## src/rtl/vend_coin_arbiter.sv

```systemverilog
// ---------------------------------------------------------------------------
// vend_coin_arbiter
//
// Purpose:
//   Two coin slots feed one drink machine. Each slot has a small coin FIFO.
//   A round-robin arbiter grants a session to one slot, which then owns the
//   machine until a vend happens or the session goes idle for too long.
//   Owner coins are forwarded as registered one-cycle pulses. A shadow credit
//   counter (in nickels) predicts when the machine vends and what change it
//   owes.
//
// Parameters:
//   FIFO_DEPTH       entries per slot FIFO (power of 2, >= 2)
//   SESSION_TIMEOUT  idle owner cycles before the session is abandoned (1..255)
//
// Ports:
//   clk, reset                   clock, synchronous active-high reset
//   req0_valid/req0_coin/ready   slot 0 coin handshake (01 N, 10 D, 11 Q, 00 bad)
//   req1_valid/req1_coin/ready   slot 1 coin handshake
//   nickel_in/dime_in/quarter_in registered coin pulses to the machine
//   dispense                     machine dispense (prediction check only)
//   owner_valid/owner_id         current session owner
//   vend_done/change_nickels     vend pulse and change due in nickels
//   abandon                      session timeout pulse
//   pred_error                   sticky prediction mismatch flag
//
// Configuration macro:
//   VEND_COIN_ARBITER_PRED_CHECK_EN  enables the dispense-vs-prediction check;
//                                    when undefined pred_error is tied low.
// ---------------------------------------------------------------------------
module vend_coin_arbiter #(
    parameter int FIFO_DEPTH      = 2,
    parameter int SESSION_TIMEOUT = 200
) (
    input  logic       clk,
    input  logic       reset,
    input  logic       req0_valid,
    input  logic [1:0] req0_coin,
    output logic       req0_ready,
    input  logic       req1_valid,
    input  logic [1:0] req1_coin,
    output logic       req1_ready,
    output logic       nickel_in,
    output logic       dime_in,
    output logic       quarter_in,
    input  logic       dispense,
    output logic       owner_valid,
    output logic       owner_id,
    output logic       vend_done,
    output logic [2:0] change_nickels,
    output logic       abandon,
    output logic       pred_error
);

    localparam int PW = $clog2(FIFO_DEPTH);
    localparam int CW = PW + 1;
    localparam logic [7:0] TMO_LAST = 8'(SESSION_TIMEOUT - 1);

    typedef enum logic {ACCUM = 1'b0, VEND = 1'b1} state_t;

    // Slot FIFO storage and bookkeeping
    logic [1:0]    mem_q [2][FIFO_DEPTH];
    logic [PW-1:0] wr_ptr_q [2], wr_ptr_d [2];
    logic [PW-1:0] rd_ptr_q [2], rd_ptr_d [2];
    logic [CW-1:0] count_q [2], count_d [2];
    logic [1:0]    coin_in [2];
    logic [1:0]    head [2];
    logic [1:0]    in_valid, full, empty, push, pop;

    // Session / arbitration state
    state_t     state_q, state_d;
    logic [3:0] credit_q, credit_d;
    logic       owner_valid_q, owner_valid_d;
    logic       owner_id_q, owner_id_d;
    logic       rr_q, rr_d;
    logic [7:0] tmo_q, tmo_d;
    logic [2:0] pulse_q, pulse_d;
    logic       vend_done_q, vend_done_d;
    logic [2:0] change_q, change_d;
    logic       abandon_q, abandon_d;
    logic       pred_error_q, pred_error_d;

    logic       sel, take;
    logic [1:0] head_sel;
    logic [3:0] credit_sum;

    function automatic logic [3:0] coin_value(input logic [1:0] code);
        case (code)
            2'b01:   return 4'd1;
            2'b10:   return 4'd2;
            2'b11:   return 4'd5;
            default: return 4'd0;
        endcase
    endfunction

    assign in_valid   = {req1_valid, req0_valid};
    assign coin_in[0] = req0_coin;
    assign coin_in[1] = req1_coin;

    // FIFO status and pointer updates; ready only looks at fullness so a
    // full FIFO stays not-ready even in a cycle where it also pops.
    always_comb begin
        for (int s = 0; s < 2; s++) begin
            full[s]     = (count_q[s] == CW'(FIFO_DEPTH));
            empty[s]    = (count_q[s] == '0);
            head[s]     = mem_q[s][rd_ptr_q[s]];
            push[s]     = in_valid[s] & ~full[s];
            wr_ptr_d[s] = wr_ptr_q[s] + PW'(push[s]);
            rd_ptr_d[s] = rd_ptr_q[s] + PW'(pop[s]);
            count_d[s]  = count_q[s] + CW'(push[s]) - CW'(pop[s]);
        end
    end

    assign req0_ready = ~full[0];
    assign req1_ready = ~full[1];

    // Coin storage carries no reset: only the pointers and counts define
    // which entries are live.
    always_ff @(posedge clk) begin
        for (int s = 0; s < 2; s++) begin
            if (push[s]) begin
                mem_q[s][wr_ptr_q[s]] <= coin_in[s];
            end
        end
    end

    // Arbitration, credit tracking, vend and timeout. An illegal code is
    // popped and dropped without touching ownership, credit or the timer.
    always_comb begin
        state_d       = state_q;
        credit_d      = credit_q;
        owner_valid_d = owner_valid_q;
        owner_id_d    = owner_id_q;
        rr_d          = rr_q;
        tmo_d         = tmo_q;
        pulse_d       = 3'b000;
        vend_done_d   = 1'b0;
        change_d      = 3'd0;
        abandon_d     = 1'b0;
        pop           = 2'b00;
        sel           = owner_id_q;
        take          = 1'b0;
        head_sel      = 2'b00;
        credit_sum    = credit_q;

        case (state_q)
            ACCUM: begin
                if (owner_valid_q) begin
                    take = ~empty[owner_id_q];
                end else if (!empty[0] && !empty[1]) begin
                    sel  = rr_q;
                    take = 1'b1;
                end else if (!empty[0]) begin
                    sel  = 1'b0;
                    take = 1'b1;
                end else if (!empty[1]) begin
                    sel  = 1'b1;
                    take = 1'b1;
                end

                head_sel   = head[sel];
                credit_sum = credit_q + coin_value(head_sel);

                if (take) begin
                    pop[sel] = 1'b1;
                    if (head_sel != 2'b00) begin
                        owner_valid_d = 1'b1;
                        owner_id_d    = sel;
                        tmo_d         = 8'd0;
                        credit_d      = credit_sum;
                        pulse_d       = {head_sel == 2'b01, head_sel == 2'b10, head_sel == 2'b11};
                        if (credit_sum >= 4'd10) begin
                            state_d = VEND;
                        end
                    end
                end else if (owner_valid_q) begin
                    // Idle owner: release it but keep the credit for the
                    // next grantee.
                    if (tmo_q == TMO_LAST) begin
                        abandon_d     = 1'b1;
                        owner_valid_d = 1'b0;
                        rr_d          = ~owner_id_q;
                        tmo_d         = 8'd0;
                    end else begin
                        tmo_d = tmo_q + 8'd1;
                    end
                end
            end

            VEND: begin
                vend_done_d   = 1'b1;
                change_d      = 3'(credit_q - 4'd10);
                credit_d      = 4'd0;
                owner_valid_d = 1'b0;
                rr_d          = ~owner_id_q;
                tmo_d         = 8'd0;
                state_d       = ACCUM;
            end

            default: begin
                state_d = ACCUM;
            end
        endcase
    end

    // The prediction is the registered vend pulse, i.e. the cycle in which
    // the machine itself is expected to dispense.
`ifdef VEND_COIN_ARBITER_PRED_CHECK_EN
    always_comb begin
        pred_error_d = pred_error_q | (dispense != vend_done_q);
    end
`else
    logic unused_dispense;
    assign unused_dispense = dispense;

    always_comb begin
        pred_error_d = 1'b0;
    end
`endif

    // State register: everything except coin storage is cleared by reset.
    always_ff @(posedge clk) begin
        if (reset) begin
            state_q       <= ACCUM;
            credit_q      <= 4'd0;
            owner_valid_q <= 1'b0;
            owner_id_q    <= 1'b0;
            rr_q          <= 1'b0;
            tmo_q         <= 8'd0;
            pulse_q       <= 3'b000;
            vend_done_q   <= 1'b0;
            change_q      <= 3'd0;
            abandon_q     <= 1'b0;
            pred_error_q  <= 1'b0;
            for (int s = 0; s < 2; s++) begin
                wr_ptr_q[s] <= '0;
                rd_ptr_q[s] <= '0;
                count_q[s]  <= '0;
            end
        end else begin
            state_q       <= state_d;
            credit_q      <= credit_d;
            owner_valid_q <= owner_valid_d;
            owner_id_q    <= owner_id_d;
            rr_q          <= rr_d;
            tmo_q         <= tmo_d;
            pulse_q       <= pulse_d;
            vend_done_q   <= vend_done_d;
            change_q      <= change_d;
            abandon_q     <= abandon_d;
            pred_error_q  <= pred_error_d;
            for (int s = 0; s < 2; s++) begin
                wr_ptr_q[s] <= wr_ptr_d[s];
                rd_ptr_q[s] <= rd_ptr_d[s];
                count_q[s]  <= count_d[s];
            end
        end
    end

    assign nickel_in      = pulse_q[2];
    assign dime_in        = pulse_q[1];
    assign quarter_in     = pulse_q[0];
    assign owner_valid    = owner_valid_q;
    assign owner_id       = owner_id_q;
    assign vend_done      = vend_done_q;
    assign change_nickels = change_q;
    assign abandon        = abandon_q;
    assign pred_error     = pred_error_q;

endmodule

```

## config.mk

```make
export PLATFORM = sky130hd
export DESIGN_NAME = vend_coin_arbiter
export DESIGN_NICKNAME = d
export VERILOG_FILES = /design/src/rtl/vend_coin_arbiter.sv
export SDC_FILE = /design/constraint.sdc
export NUM_CORES = 1
export LEC_CHECK = 0
export CORE_ASPECT_RATIO = 1.75
export CORE_MARGIN = 2
export CORE_UTILIZATION = 50
export CTS_CLUSTER_DIAMETER = 30
export CTS_CLUSTER_SIZE = 24
export DETAILED_ROUTE_END_ITERATION = 6
export PLACE_DENSITY = 0.75
export RECOVER_POWER = 100
export SETUP_SLACK_MARGIN = 0.05
export SYNTH_ARGS = -nofsm -noshare
export SYNTH_HDL_FRONTEND = slang
export SYNTH_SLANG_ARGS = --single-unit
```

## constraint.sdc

```tcl
create_clock -name clk -period 2.3 [get_ports clk]
set_clock_uncertainty 0.15 [all_clocks]
set_input_delay 0.23 -clock clk [delete_from_list [all_inputs] [get_ports clk]]
set_output_delay 0.23 -clock clk [all_outputs]
set_load 0.01 [all_outputs]
```

==> metrics.txt <==
Row Count 30; final core occ 68.2%; internal power 2.20 mW; initial antenna violation count 0; total global routing overflow 0; CP arrival 2.41 ns; Clock Power Share 16.4%; CP startpoint kind flip-flop; top_reg_cell synth dfxtp_1; most instantiated cells after synthesis 32 x dfxtp_1, 22 x nor2_1, 12 x ha_1, 10 x a21oi_1, 9 x inv_1; FF+latch count, synth 40; most common cell in the netlist dfxtp_1; register area share after synthesis 43.0%; Max-cap violations 0; Layout Cells excl Fill 287; Core ar. 3900 um^2; worst path required time 2.36 ns; global-route wire length before repair 7.25 mm; DRC 0; Simple-Gate Fraction of Synth Area 23.3%; dpl cells 274; Gate Count Post-Synth 200; Sw Share 38.9%; IO Pins 22; number of port buffers 19; Final Max Tran Viols 0; CTS Buffer Depth 2; fraction of layout cells with a size suffix above 1 28.0%; total track usage 21.3%; Syn-to-layout area delta 30.0%; setup TNS -0.0483 ns; Synth area leaders dfxtp_1 31%, edfxtp_1 12%, ha_1 7.3%, nor2_1 4.0%, mux2i_1 3.9%; Sw Pwr 1.40 mW; largest family of logic cells by synthesized area simple AND/OR/NAND/NOR gates; Hold-fix buffers, CTS 0; PD cells 1350 nW/um^2; RSZ-0062 raised after global routing yes; Hold Path Class reg -> reg; crit-path max FO 7; clk_lat worst skew 0.30 ns; drt total wl 4.57 mm; Final ANT Viol Nets 0; combinational share of power 54.3%; Post-Synth Adder-Cell Area 8.30%; final net count 260; Pleak 1.05 nW; Critical Path End Type flip-flop; vias after detailed routing 1613; min cycle time layout 2.34 ns; Unique masters post-synth 59; Die Span Y 88.7 um; CTS sink cnt 40; die width 52.4 um; number of flops mapped to enable cells by yosys 8; sequential power share 29.3%; Root Buffer Master clkbuf_8; WL per Instance 15.9 um; setup violators final 2; setup ws final -0.0442 ns; FMAX 427 MHz; via/cell ratio 5.62; failing checks setup timing; fraction of registers with async set/reset 0%; largest net degree at the start of global routing 19; initial DRC count 28; Synth Area in Compound Gates 12.4%; Ant. Diodes 0; mean post-synth cell area 10.2 um^2; outcome finished, violations left; synth warn 0; mux contribution to synthesized area 5.56%; vias in the first global route 1635; clock transition at the registers of the reported paths 0.08 ns; CTS buffer count 5; critical path class reg -> reg; post-synth top area cell dfxtp_1; H-Tree Depth 2; Post-Synth XOR/XNOR Area 3.85%; Max IR drop VDD 0.939 mV; Final Cycle Share 102%; final hold vios 0; Mapped Area 2050 um^2; HPWL after DPL 3.26 mm; Starting Density 52.5%; DRT Pass-1 Iters 5; DIE AREA 4650 um^2; Synthesized Nets 222; CTS tree done; top cell type's share of synthesized area 31.3%; gpl congestion 0.776
==> final cells by class <==
cell class	instances	area [um^2]
fill	304	1240
multi-input combinational	143	1210
sequential	40	900
timing repair buffer	39	348
clock buffer	5	68.8
tap	48	60.1
clock inverter	3	46.3
inverter	9	33.8
==> registers in the layout, indices dropped and copies added (netlist names), 2 cells and up <==
name            count
change_nickels      3
count_q             4
credit_q            4
mem_q               8
pulse_q             3
rd_ptr_q            2
tmo_q               8
wr_ptr_q            2
==> logic make-up (layout without fill, tap and decap cells) <==
family	count (synthesis)	count (layout)
AO/OA/AOI/OAI	34	34
XOR/XNOR	9	9
adder cells (fa/ha/maj)	13	13
buffers and inverters	17	56
flip-flops	40	40
multiplexers	11	11
other	1	1
AND/OR/NAND/NOR	75	75
==> power by group through the flow <==
stage,sequential (mW),clock [mW],combinational (mW)
after floorplan,1.03,0,1.23
after global placement,1.03,0,1.64
after detailed placement,1.05,0,1.72
after CTS,1.03,0.598,1.85
after global routing,1.07,0.623,2.14
final,1.05,0.589,1.95
==> path summary, 6_finish.rpt <==
kind	from	end	slack, ns	depth (start not counted)
worst min register to register	credit_q[0]	change_nickels[0]	0.36	1
worst max register to register	count_q[0][3]	credit_q[2]	-0.04	9
worst max-delay path	count_q[0][3]	credit_q[2]	-0.04	9
worst min-delay path	credit_q[0]	change_nickels[0]	0.36	1
==> metrics by stage <==
| stage | power, mW | worst slack, ns | cell area (um^2) | hold WS, ns |
|---|---|---|---|---|
| 6_report | 3.59 | -0.0442 | 2660 | 0.358 |
| 5_1_grt | 3.83 | -0.117 | 2660 | 0.371 |
| 4_1_cts | 3.48 | 0.0202 | 2600 | 0.359 |
| 3_5_place_dp | 2.77 | -0.0192 | 2420 | 0.348 |
| 3_3_place_gp | 2.67 | 0.0399 | 2420 | 0.332 |
| 2_1_floorplan | 2.26 | 0.00622 | 2110 | 0.179 |
==> critical path, cell delays in order (launching register included) <==
cell and delay, ns:
dfxtp_2 0.35, o21a_1 0.20, o32ai_2 0.23, buf_6 0.18, mux2i_2 0.07, ha_2 0.21
fa_2 0.37, xor2_2 0.22, nor3_2 0.07, nor4_1 0.21
==> layout by cell type (no fill, tap or decap), types with 2 or more instances in the layout <==
master / netlist / routed
inv_1: 9 / 9
and2_1: 4 / 3
nor3_4: 1 / 2
nand3_2: 0 / 2
nor3_1: 7 / 6
a21oi_1: 10 / 9
dfxtp_1: 32 / 25
nand2b_1: 2 / 2
o2bb2ai_1: 4 / 4
clkdlybuf4s50_1: 0 / 14
nand2_1: 5 / 5
edfxtp_1: 8 / 8
nor2_1: 22 / 22
o21ai_1: 4 / 4
nor2b_1: 5 / 5
clkbuf_8: 0 / 5
dlygate4sd3_1: 0 / 5
nor4_4: 1 / 2
mux2i_2: 0 / 2
mux2_2: 2 / 2
a21boi_1: 2 / 2
or3_4: 1 / 2
xor2_1: 4 / 3
buf_4: 1 / 18
ha_1: 12 / 10
buf_6: 0 / 2
xnor2_1: 5 / 4
a21o_1: 2 / 2
dfxtp_2: 0 / 3
dfxtp_4: 0 / 4
nor3_2: 2 / 2
or4_4: 1 / 2
and3_1: 2 / 2
mux2i_1: 8 / 5
nand3_1: 6 / 4
==> repair_timing <==
item / 4_1_cts / 5_1_grt
setup endpoints to repair: 13 / 12
pin swaps: 7 / 5
gates resized for setup: 6 / 14
buffers inserted: 5 / 0
==> metal layers <==
layer | global-route usage, % | share of wire (%) | up-vias
li1 | - | - | 791
met1 | 19.3 | 35 | 778
met2 | 41.9 | 60 | 34
met3 | 4.90 | 2.4 | 10
met4 | 10.0 | 3.0 | 0
met5 | 0 | 0 | -
Power figures use the tool's default switching activity.
